===== config.mk =====
export PLATFORM = sky130hd
export DESIGN_NAME = program_loader
export DESIGN_NICKNAME = d
export VERILOG_FILES = /design/src/rtl/program_loader.sv
export SDC_FILE = /design/constraint.sdc
export NUM_CORES = 1
export LEC_CHECK = 0
export CAP_MARGIN = 20
export CORE_ASPECT_RATIO = 0.7
export CORE_UTILIZATION = 46
export CTS_CLUSTER_DIAMETER = 200
export DETAILED_ROUTE_END_ITERATION = 10
export GPL_TIMING_DRIVEN = 0
export PLACE_DENSITY = 0.9
export SLEW_MARGIN = 20
export SYNTH_ARGS = -nofsm -noshare
export SYNTH_HDL_FRONTEND = slang
export SYNTH_SLANG_ARGS = --single-unit

===== constraint.sdc =====
create_clock -name i_clk -period 3.5 [get_ports i_clk]
set_input_delay 1.05 -clock i_clk [delete_from_list [all_inputs] [get_ports i_clk]]
set_output_delay 1.05 -clock i_clk [all_outputs]
set_load 0.05 [all_outputs]

===== src/rtl/program_loader.sv =====
// Boot-time instruction loader: packs UART bytes big-endian into words, writes them to
// consecutive word addresses and releases the CPU once the halt word has been stored.
module program_loader #(
    parameter int unsigned       NBITS     = 32,
    parameter int unsigned       CELDAS    = 60,
    parameter logic [NBITS-1:0]  HALT_WORD = {NBITS{1'b1}}
) (
    input  logic             i_clk,
    input  logic             i_reset,
    input  logic [7:0]       i_rx_data,
    input  logic             i_rx_valid,
    input  logic             i_start,
    input  logic [NBITS-1:0] i_PC,
    output logic [NBITS-1:0] o_mem_addr,
    output logic [NBITS-1:0] o_mem_wdata,
    output logic             o_mem_we,
    output logic             o_cpu_enable,
    output logic             o_loading,
    output logic             o_done,
    output logic             o_error
);

    localparam logic [NBITS-1:0] LastAddr = NBITS'(CELDAS - 4);
    localparam logic [NBITS-1:0] WordStep = NBITS'(4);

    typedef enum logic [2:0] {
        StIdle,
        StLoad,
        StWrite,
        StDone,
        StError
    } state_e;

    state_e           state_q, state_d;
    logic [NBITS-1:0] wr_addr_q, wr_addr_d;
    logic [1:0]       byte_cnt_q, byte_cnt_d;
    logic [NBITS-1:0] word_q, word_d;

    logic [NBITS-1:0] addr_next;
    logic [NBITS-1:0] word_shifted;

    assign addr_next    = wr_addr_q + WordStep;
    assign word_shifted = {word_q[NBITS-9:0], i_rx_data};

    // State register
    always_ff @(posedge i_clk) begin
        if (i_reset) begin
            state_q <= StIdle;
        end else begin
            state_q <= state_d;
        end
    end

    // Datapath registers
    always_ff @(posedge i_clk) begin
        if (i_reset) begin
            wr_addr_q  <= '0;
            byte_cnt_q <= '0;
            word_q     <= '0;
        end else begin
            wr_addr_q  <= wr_addr_d;
            byte_cnt_q <= byte_cnt_d;
            word_q     <= word_d;
        end
    end

    // Next-state logic
    always_comb begin
        state_d = state_q;
        unique case (state_q)
            StIdle: begin
                if (i_start) state_d = StLoad;
            end
            StLoad: begin
                if (i_rx_valid && (byte_cnt_q == 2'd3)) state_d = StWrite;
            end
            StWrite: begin
                if (word_q == HALT_WORD) begin
                    state_d = StDone;
                end else if (addr_next > LastAddr) begin
                    state_d = StError;
                end else begin
                    state_d = StLoad;
                end
            end
            StDone, StError: begin
                if (i_start) state_d = StLoad;
            end
            default: state_d = StIdle;
        endcase
    end

    // Datapath next-state
    always_comb begin
        wr_addr_d  = wr_addr_q;
        byte_cnt_d = byte_cnt_q;
        word_d     = word_q;
        unique case (state_q)
            StIdle, StDone, StError: begin
                if (i_start) begin
                    wr_addr_d  = '0;
                    byte_cnt_d = '0;
                end
            end
            StLoad: begin
                if (i_rx_valid) begin
                    word_d     = word_shifted;
                    byte_cnt_d = byte_cnt_q + 2'd1;
                end
            end
            StWrite: begin
                // A byte landing in the write cycle starts the next word; word_q is only
                // overwritten at the edge, so the current write still sees the full word.
                if (i_rx_valid) begin
                    word_d     = word_shifted;
                    byte_cnt_d = byte_cnt_q + 2'd1;
                end
                if ((word_q != HALT_WORD) && (addr_next <= LastAddr)) begin
                    wr_addr_d = addr_next;
                end
            end
            default: begin
                wr_addr_d  = '0;
                byte_cnt_d = '0;
            end
        endcase
    end

    // Outputs
    always_comb begin
        o_mem_we     = 1'b0;
        o_cpu_enable = 1'b0;
        o_loading    = 1'b0;
        o_done       = 1'b0;
        o_error      = 1'b0;
        o_mem_addr   = i_PC;
        o_mem_wdata  = word_q;
        unique case (state_q)
            StLoad: o_loading = 1'b1;
            StWrite: begin
                o_loading  = 1'b1;
                o_mem_we   = 1'b1;
                o_mem_addr = wr_addr_q;
            end
            StDone: begin
                o_done       = 1'b1;
                o_cpu_enable = 1'b1;
            end
            StError: o_error = 1'b1;
            default: ;
        endcase
    end

endmodule


== Word-level counts from Yosys, hierarchy flattened ==
Index checks and enable logic that the tools add are counted.
Word-level totals
  latch bits: 0
  memory bits (read-only): 0
  register bits: 69
  bits in writable memories: 0
  memories: 0
Operators by class
  bitwise logic cells: 1
  reduce and logical (&&, ||, !) cells: 9
  multiplexer cells: 16
  shift operators: 0
  equal/unequal tests: 11
  $mul: 0
  order comparisons: 2
  add/subtract/negate cells: 2
  divide/modulo/power cells: 0
Operator list (count)
  2-to-1 mux 32 bit: 3
  case mux 32 bit (3 select lines): 1
  adder 32 x 3 -> 32 bit, second input constant: 1
  == test 32 bit, second input constant: 1
  greater-than comparator 32 x 6 -> 1 bit, second input constant: 1
  <= comparator 32 x 6 -> 1 bit, second input constant: 1
  inequality test 32 bit, second input constant: 1
  2-to-1 mux 3 bit: 4
  case mux 3 bit (3 select lines): 1
  == test 3 x 2 -> 1 bit, second input constant: 2
  AND reduction 2 bit: 3
  2-to-1 mux 1 bit: 4
  2-to-1 mux 2 bit: 2
  inequality test 2 x 1 -> 1 bit, second input constant: 2
  inequality test 2 bit, second input constant: 2
  case mux 2 bit (2 select lines): 1
  == test 3 x 1 -> 1 bit, second input constant: 1
  == test 3 bit, second input constant: 1
  logical NOT 3 bit: 1
  AND reduction 3 bit: 1
  OR reduction 3 bit: 1
  adder 2 x 1 -> 2 bit, second input constant: 1
  == test 2 bit, second input constant: 1
  logical AND 1 bit: 2
  2 further kinds: 2

== Longest topological paths before layout ==
  word-level depth: 5
  gate-level depth with buffers: 11
  gate-level depth less buffers: 9

== Worst setup path after synthesis ==
OpenSTA, ideal clock, no wires.
  path kind: reg-to-output
  start: register state_q[0]
  end: output o_mem_addr[23]
  cell stages (with the launch flop): 7
  arrival time: 2423 ps
  setup slack: 27 ps
  buffers on the path: 3
  path through: dfxtp_1 > clkbuf_1 > nand2b_1 > or2_2 > clkbuf_1 > clkbuf_1 > o21ai_0
On the way
  longest elaborated chain between the ends: 2
RTL lines
  from (decl): line 34  | state_e state_q, state_d;
  from (signal assigned): line 48  | state_q <= StIdle;
  from (signal assigned): line 50  | state_q <= state_d;
  == test 3 x 2 -> 1 bit: line 138  | unique case (state_q)
  2-to-1 mux 32 bit: line 138
  to (decl): line 14  | output logic [NBITS-1:0] o_mem_addr,
Every way passes these cells.

== Worst setup path after layout ==
  start: register wr_addr_q[5]
  end: register wr_addr_q[23]
On the way
  longest elaborated chain between the ends: 5
  elaborated cells on any way between the ends: 7
RTL lines
  from (decl): line 35  | logic [NBITS-1:0] wr_addr_q, wr_addr_d;
  from (signal assigned): line 61  | wr_addr_q <= wr_addr_d;
  adder 32 x 3 -> 32 bit (*): line 42  | assign addr_next = wr_addr_q + WordStep;
  <= comparator 32 x 6 -> 1 bit: line 118  | if ((word_q != HALT_WORD) && (addr_next <= LastAddr)) begin
  logical AND 1 bit: line 118
  inequality test 2 bit (no source line)
  AND reduction 3 bit (no source line)
Mark *: on every way between the ends. The rest lies on a longest branch, timed or not. The select of a mux whose other input is x is not followed.
A chain may end at the register's enable or synchronous reset.

==> key figures <==
Die
  • Core Region: 6910 sq um
  • Die H: 73.5 um
  • Initial Utilization: 0.487
  • # IOs: 113
  • Die Wd: roughly 100 um
  • Die area: 7660 sq um
  • Cell Rows: 25

Clocking
  • CTS Hold Bufs: 0
  • CTS max path bufs: 2
  • TritonCTS Buffers: 9
  • # H-tree levels: 3
  • Insertion delay to the later sink of the worst-skew pair: 0.35 ns
  • CTS root buf: clkbuf_8
  • Clock sinks: 67
  • Clock transition at path regs: 0.08 ns
  • CTS tree: built

Placed design
  • Port Buf Inserts: ~110
  • Placed insts: 665
  • RePlAce Congestion: around 0.92
  • DPL Wire Length: 7710 um

Setup path
  • Crit start category: register
  • Critical Path Sink Type: register
  • WP data required: 3.74 ns
  • Crit Path Max Fanout: 10
  • Worst Path Arrival: 3.61 ns
  • Kind of critical path: reg2reg

Power and ir drop
  • Worst VDD drop: 0.241 mV
  • P per Cell Area: 350 nW/um^2
  • Leak: 1.78 nW
  • Pwr Total: 1.68 mW

GRT
  • Largest net degree at the start of global routing: 13
  • GRT Total Usage: 0.270
  • Initial antenna violation count: 0
  • Overflow after GRT: 0
  • Vias in the first global route: 3,342
  • First-pass GRT wire length: 16,200 um

Routing
  • Post-route DRC violation count: 0
  • WL/cell: 15.3 um
  • DRT antenna net count: 0
  • Via/cell ratio: 5.53
  • Vias: 3,754
  • Final Routed Wirelength: approximately 10,000 um
  • Starting DRC count in detailed routing: 382
  • First-pass iteration count of the detailed router: 5

Flow run
  • MaxCap Viol Count: 0

Synthesis
  • Primary FF master, synth: dfxtp_1
  • Number of synthesized register bits: 67
  • Syn Area/Cell: 7.31 sq um
  • Synth Instances: 460
  • Syn Nets: 507
  • Cell Area, Synth: ~3400 sq um
  • Sequential share of the synthesized area: 0.399
  • Async set-reset flop share out of synthesis: 0
  • Unique masters post-synth: 50
  • Yosys warns: 0
  • Post-synth EDFFs: 0

Timing
  • TNS Setup: 0 ns
  • RSZ-0062 raised after global routing: false
  • Skew final: 0.0119 ns
  • Slew headroom: 0.490
  • Max-slew violations: 0
  • Final period util: 0.964
  • Endpoints failing setup: 0
  • Hold slack: 0.480 ns
  • FMAX: 296 MHz
  • Post-layout min period: 3.37 ns
  • Final Hold Violating Endpoints: 0
  • Tightest Pin Transition: 0.765 ns

Run status
  • Status: completed

Cells and area
  • Fin nets: approximately 630
  • Commonest non-fill, non-tap cells in the layout: nand2_1, clkdlybuf4s50_1, dfxtp_1, nor2_1, a21oi_1
  • Share of cells above drive strength 1: 0.125
  • Final core utilization: 0.694
  • Antenna cells: 0
  • Area growth, synth to finish: 42.6%
  • Non-Filler Instances: 679
  • Most common cell after layout, fill and taps aside: nand2_1

Worst hold path
  • Worst min path class: reg2reg
## critical path, cell delays in order, from the launching register on
cell and delay [ns]:
dfxtp_1 0.51, and4_1 0.24, buf_4 0.14, or4b_4 0.50
or4_1 0.52, o31a_2 0.17, nor4_4 0.32, a31oi_1 0.18
o21ai_4 0.32, buf_2 0.29, nor2_1 0.08
## path summary, 6_finish.rpt
path / from / slack, ns / cells after the start / to
hold reg to reg: o_mem_wdata[27] / 0.48 / 2 / o_mem_wdata[27]
hold / removal: o_mem_wdata[27] / 0.48 / 2 / o_mem_wdata[27]
setup / recovery: wr_addr_q[5] / 0.13 / 10 / wr_addr_q[23]
setup reg to reg: wr_addr_q[5] / 0.13 / 10 / wr_addr_q[23]
## cell type report
class                           instances  area [sq um]
Clock inverter                          6          65.1
Timing Repair Buffer                  112          1100
Sequential cell                        67          1340
Inverter                               30           113
Clock buffer                           10           138
Multi-Input combinational cell        334          1800
Fill cell                             566          2120
Tap cell                               94           118
Buffer                                 26           121
## through the flow
step	area, sq um	setup slack (ns)
2_1_floorplan	3360	0.0267
3_3_place_gp	4590	-0.319
3_5_place_dp	4590	-0.449
4_1_cts	4810	0.0000855
5_1_grt	4800	0.0288
6_report	4800	0.125
## synth_stat cells, types with 2 or more instances
| master | count | area, sq um |
|---|---|---|
| o31ai_1 | 2 | 15.0 |
| dfxtp_1 | 67 | 1340 |
| clkbuf_1 | 23 | 86.3 |
| buf_2 | 3 | 15.0 |
| xor2_1 | 4 | 35.0 |
| nand3_1 | 11 | 55.1 |
| a41oi_1 | 4 | 35.0 |
| ha_1 | 3 | 37.5 |
| and3_1 | 3 | 18.8 |
| a31oi_1 | 5 | 31.3 |
| nor2_1 | 43 | 161 |
| a211oi_1 | 2 | 15.0 |
| buf_4 | 3 | 22.5 |
| a21oi_1 | 38 | 190 |
| nor3_1 | 5 | 25.0 |
| mux2i_1 | 2 | 20.0 |
| inv_1 | 30 | 113 |
| and4_1 | 4 | 35.0 |
| mux2_2 | 2 | 22.5 |
| nand2b_1 | 4 | 25.0 |
| or4_1 | 5 | 37.5 |
| nand2_1 | 109 | 409 |
| nand4_1 | 13 | 81.3 |
| xnor2_1 | 10 | 87.6 |
| nor4_1 | 4 | 25.0 |
| and2_1 | 5 | 31.3 |
| o21ai_0 | 32 | 160 |
| o32ai_1 | 2 | 17.5 |
## layer usage
| layer | vias to the layer above | GRT usage | routed length, um |
|---|---|---|---|
| met5 | - | 0 | 0 |
| met4 | 0 | 0.0905 | 159 |
| met3 | 21 | 0.0586 | 975 |
| met2 | 223 | 0.429 | 4630 |
| met1 | 1706 | 0.367 | 4620 |
| li1 | 1804 | - | - |
## where the power goes
part	total, mW	internal (mW)	switching, mW
sequential	0.777	0.768	0.00855
clock	0.651	0.348	0.304
combinational	0.251	0.0939	0.157
total	1.68	1.21	0.469
## sequential cells by signal, summed over array words and instances (netlist names)
name and flops:
o_mem_wdata 32, wr_addr_q 30, state_q 3, byte_cnt_q 2
## logic make-up (layout without fill, tap and decap cells)
| logic type | after synthesis | count (layout) | synth area share |
|---|---|---|---|
| AND/OR/NAND/NOR | 213 | 213 | 0.293 |
| AO/OA/AOI/OAI | 100 | 100 | 0.177 |
| flip-flops | 67 | 67 | 0.399 |
| buffers and inverters | 59 | 184 | 0.0703 |
| XOR/XNOR | 14 | 14 | 0.0365 |
| multiplexers | 4 | 4 | 0.0126 |
| adder cells (fa/ha/maj) | 3 | 3 | 0.0112 |
## what timing repair did
action / CTS / global route
pin swaps: 0 / 1
setup endpoints to repair: 52 / 55
buffers inserted: 0 / 1
gates cloned: 0 / 0
gates resized for setup: 146 / 9
Note: power is estimated with default switching activity, not from simulation.
